===== config.mk =====
export PLATFORM = sky130hd
export DESIGN_NAME = dffram_arbiter
export DESIGN_NICKNAME = d
export VERILOG_FILES = /design/src/rtl/dffram_arbiter.sv
export SDC_FILE = /design/constraint.sdc
export NUM_CORES = 1
export LEC_CHECK = 0
export BUFFER_PORTS_ARGS = -buffer_cell sky130_fd_sc_hd__buf_4
export CAP_MARGIN = 15
export CORE_MARGIN = 5
export CORE_UTILIZATION = 25
export DETAILED_ROUTE_END_ITERATION = 16
export PLACE_DENSITY = 0.8
export REMOVE_ABC_BUFFERS = 1
export SYNTH_ARGS = -nofsm -noshare
export SYNTH_HDL_FRONTEND = slang
export SYNTH_SLANG_ARGS = --single-unit
export TNS_END_PERCENT = 30

===== constraint.sdc =====
create_clock -name clk_i -period 1.6 [get_ports clk_i]
set_clock_uncertainty 0.1 [all_clocks]
set_input_delay 0.16 -clock clk_i [delete_from_list [all_inputs] [get_ports clk_i]]
set_output_delay 0.16 -clock clk_i [all_outputs]
set_load 0.02 [all_outputs]

===== src/rtl/dffram_arbiter.sv =====
// dffram_arbiter: two-requester round-robin sequencer sharing one 256x16 DFFRAM macro.
// Optional build macro DFFRAM_ARB_CLEAR_EN: zero-fill the whole RAM after every reset before serving.
module dffram_arbiter #(
    parameter int AW    = 8,
    parameter int WSIZE = 2
) (
    input  logic               clk_i,
    input  logic               rst_i,
    // Handshake: a request is accepted on a rising edge where pN_valid_i & pN_ready_o; the
    // requester holds we/addr/wdata stable while valid is high and ready is low.
    input  logic               p0_valid_i,
    output logic               p0_ready_o,
    input  logic [WSIZE-1:0]   p0_we_i,
    input  logic [AW-1:0]      p0_addr_i,
    input  logic [WSIZE*8-1:0] p0_wdata_i,
    output logic               p0_rvalid_o,
    output logic [WSIZE*8-1:0] p0_rdata_o,
    input  logic               p1_valid_i,
    output logic               p1_ready_o,
    input  logic [WSIZE-1:0]   p1_we_i,
    input  logic [AW-1:0]      p1_addr_i,
    input  logic [WSIZE*8-1:0] p1_wdata_i,
    output logic               p1_rvalid_o,
    output logic [WSIZE*8-1:0] p1_rdata_o,
    output logic               ram_en_o,
    output logic [WSIZE-1:0]   ram_we_o,
    output logic [AW-1:0]      ram_a_o,
    output logic [WSIZE*8-1:0] ram_di_o,
    input  logic [WSIZE*8-1:0] ram_do_i,
    output logic               init_done_o,
    output logic [1:0]         dbg_state
);

    typedef enum logic [1:0] {
        ST_CLEAR = 2'd0,
        ST_SERVE = 2'd1
    } state_t;

    state_t state;
    logic   last_grant;
    logic   rd_pend;
    logic   rd_port;
    logic   serving;
    logic   gnt0;
    logic   gnt1;

`ifdef DFFRAM_ARB_CLEAR_EN
    logic [AW-1:0] clr_cnt;
`endif

    assign serving = (state == ST_SERVE) && !rst_i;

    // On a tie the port that did not win last time is granted (last_grant=1 favours p0).
    always_comb begin
        gnt0 = 1'b0;
        gnt1 = 1'b0;
        if (serving) begin
            if (p0_valid_i && p1_valid_i) begin
                gnt0 = last_grant;
                gnt1 = !last_grant;
            end else begin
                gnt0 = p0_valid_i;
                gnt1 = p1_valid_i;
            end
        end
    end

    always_comb begin
        ram_en_o = 1'b0;
        ram_we_o = '0;
        ram_a_o  = '0;
        ram_di_o = '0;
        if (gnt0) begin
            ram_en_o = 1'b1;
            ram_we_o = p0_we_i;
            ram_a_o  = p0_addr_i;
            ram_di_o = p0_wdata_i;
        end else if (gnt1) begin
            ram_en_o = 1'b1;
            ram_we_o = p1_we_i;
            ram_a_o  = p1_addr_i;
            ram_di_o = p1_wdata_i;
        end
`ifdef DFFRAM_ARB_CLEAR_EN
        else if ((state == ST_CLEAR) && !rst_i) begin
            ram_en_o = 1'b1;
            ram_we_o = '1;
            ram_a_o  = clr_cnt;
        end
`endif
    end

    always_ff @(posedge clk_i) begin
        if (rst_i) begin
            last_grant <= 1'b1;
            rd_pend    <= 1'b0;
            rd_port    <= 1'b0;
`ifdef DFFRAM_ARB_CLEAR_EN
            clr_cnt    <= '0;
            state      <= ST_CLEAR;
`else
            state      <= ST_SERVE;
`endif
        end else begin
            rd_pend <= 1'b0;
            case (state)
`ifdef DFFRAM_ARB_CLEAR_EN
                ST_CLEAR: begin
                    clr_cnt <= clr_cnt + 1'b1;
                    if (clr_cnt == {AW{1'b1}}) begin
                        state <= ST_SERVE;
                    end
                end
`endif
                ST_SERVE: begin
                    if (gnt0 || gnt1) begin
                        last_grant <= gnt1;
                        rd_port    <= gnt1;
                        rd_pend    <= gnt0 ? (p0_we_i == '0) : (p1_we_i == '0);
                    end
                end
                default: state <= ST_SERVE;
            endcase
        end
    end

    // A response still in flight when reset arrives is dropped, hence the rst_i gating.
    assign p0_rvalid_o = rd_pend && !rd_port && !rst_i;
    assign p1_rvalid_o = rd_pend && rd_port && !rst_i;
    assign p0_rdata_o  = p0_rvalid_o ? ram_do_i : '0;
    assign p1_rdata_o  = p1_rvalid_o ? ram_do_i : '0;
    assign p0_ready_o  = gnt0;
    assign p1_ready_o  = gnt1;
    assign init_done_o = serving;
    assign dbg_state   = state;

endmodule


==> flow_summary.ini <==
[die]
dieArea_sq_um = 3950
die_h_microns = 62.8
core-area_sq_um = 2710
die_w_microns = 62.8
std_cell_rows = 19
start_util = 0.258
ios = 138

[critical_path]
cp.arrival_ps = 1450
critPathLaunchType = register
crit_chain = and2b_2 > or3b_4 > a21oi_2 > buf_6
slowest_delay_ps = 370
critPathMaxFanout = 3
end_kind = primary output
cp_num_buf_inv = 1
regToRegStartpoint = last_grant
r2r_slack_ps = 210
crit_required_ps = 1340
cpLargestDelayFamily = simple AND/OR/NAND/NOR gates
crit_type = register to primary output
startpoint = last_grant
cpMaxStageDelayCell = or3b_4

[clock_tree]
clock-root-buffer = clkbuf_4
cts_tree = yes
clk_pin_slew_ps = 40
clkSinkCount = 3
worstSkewPairLatency_ps = 230
cts-htree-levels = 1
postCtsHoldBufs = 0
numCtsBuffers = 3
cts_max_path_buffers = 2

[detailed_routing]
wl_microns = 3930
drc = 0
vias = 1169
drtPass1Iterations = 4
wl_per_cell_microns = 15.3
via_per_inst = 4.55
ant_nets = 0
first_iter_violations = 86

[yosys]
synth-seq-cells = 3
synth_edf_count = 0
synth-main-ff-cell = dfxtp_1
syn_area_sq_um = 698
synth.largest_area_cell = a22o_1
synth_cells = 93
synth_commonest_cells = and2_1 (32), a22o_1 (25), o21ai_0 (4)
async_reset_ff_frac = 0
ys_seq_area_frac = 0.0860
synth.area.top_cells = a22o_1 (31%), and2_1 (29%), dfxtp_1 (8.6%)
yosysMostFrequentCell = and2_1
syn-mean-instance-area_sq_um = 7.51
yosysWarnings = 0
synth_cell_type_count = 23
yosysTopAreaCellShare = 0.314

[final_layout]
n_antenna_cell = 0
area_delta_synth_final_pct = 162
drive_gt1_frac = 0.668
fin_nets = 299

[pwr]
peakVddDrop_mv = 0.330
p_per_area_nw_per_um2 = 364
p_leak_uw = 0.00103

[timing]
hold_violations = 0
setup_viol = 26
fmax_ghz = 0.585
period_share = 1.07
setup_ws_ps = -108
period_minus_slack_ps = 1710
final-max-slew-violation-count = 0
rsz0062_at_grt = true
setup_tns_ps = -378

[run_status]
violations = setup timing
status = complete, but fails checks

[placed_design]
post-place-ws_ps = 114
port-buffer-count = 135
hpwlAfterDp_microns = 3160
place_congestion = 0.882

[global_route]
grt-ovfl-total = 0
grt_max_degree = 28
grt_use_total = 0.181
grt_pass1_wl_microns = 5950
antenna_found_initial = 0
first_global_vias = 1124

[min_path]
hold_class = input pin to register
min-delay-start = rst_i

[flow_run]
cap_violations = 0
## cells by family after synthesis
| kind of cell | Yosys count | synth area share |
|---|---|---|
| flops | 3 | 0.0860 |
| compound gates | 32 | 0.369 |
| simple gates | 43 | 0.416 |
| other cells | 2 | 0.0108 |
| buf+inv | 13 | 0.118 |
## flip-flops by register name, indices dropped and copies added, names as in the netlist
register,cells
rd_pend,1
last_grant,1
rd_port,1
## metal layers
| metal | share of wire | global-route usage | vias to the layer above |
|---|---|---|---|
| li1 | - | - | 594 |
| met1 | 0.34 | 0.191 | 533 |
| met2 | 0.59 | 0.354 | 34 |
| met3 | 0.043 | 0.0414 | 8 |
| met4 | 0.018 | 0.0398 | 0 |
| met5 | 0 | 0 | - |
## worst reg2reg max path, stage by stage, from the launching register on
cell and delay [ps]:
dfxtp_2 320, and2b_2 240, buf_4 140, or4_1 390, a21oi_1 130
## timing repair
action,in CTS,in global routing
gates resized for setup,16,7
setup buffers,1,0
pin swaps,5,5
endpoints found under the setup margin,26,26
## cells in the final DEF (no fill, tap or decap), types with 2 or more instances in the layout
| cell | instances |
|---|---|
| nand2_1 | 2 |
| a22o_1 | 25 |
| buf_6 | 19 |
| o21ai_0 | 4 |
| dfxtp_1 | 2 |
| and2_1 | 32 |
| conb_1 | 2 |
| inv_1 | 2 |
| clkbuf_4 | 3 |
| buf_4 | 119 |
## final cells by class
cell class                      instances  area [sq um]
Timing Repair Buffer                  139          1130
Fill cell                             245           882
Multi-Input combinational cell         77           563
Sequential cell                         3          61.3
Tap cell                               31          38.8
Clock buffer                            4          26.3
Inverter                                3          11.3
## report_power, final
part           total (uW)  internal [uW]  switching (uW)  leakage, uW
registers            83.3           80.4            2.90    0.0000245
clock network         136           93.7            41.9    0.0000150
logic                 447            255             192     0.000987
total                 666            429             237      0.00103
## per-stage QoR
stage | hold WS, ps | std cells | cell area, sq um | total power (uW) | utilization
4_1_cts | 60.9 | 257 | 1800 | 661 | 0.665
6_report | 70.5 | 257 | 1830 | 666 | 0.675
2_1_floorplan | 193 | 83 | 627 | 250 | -
3_3_place_gp | 296 | 252 | 1710 | 497 | 0.633
5_1_grt | 91.3 | 257 | 1830 | 710 | 0.675
3_5_place_dp | 299 | 252 | 1710 | 500 | 0.633
## path summary, 6_finish.rpt
path | to | cells after the start
max | ram_we_o[1] | 4
min | last_grant | 3
max reg2reg | rd_pend | 4
min reg2reg | last_grant | 2
Power figures use the tool's default switching activity.
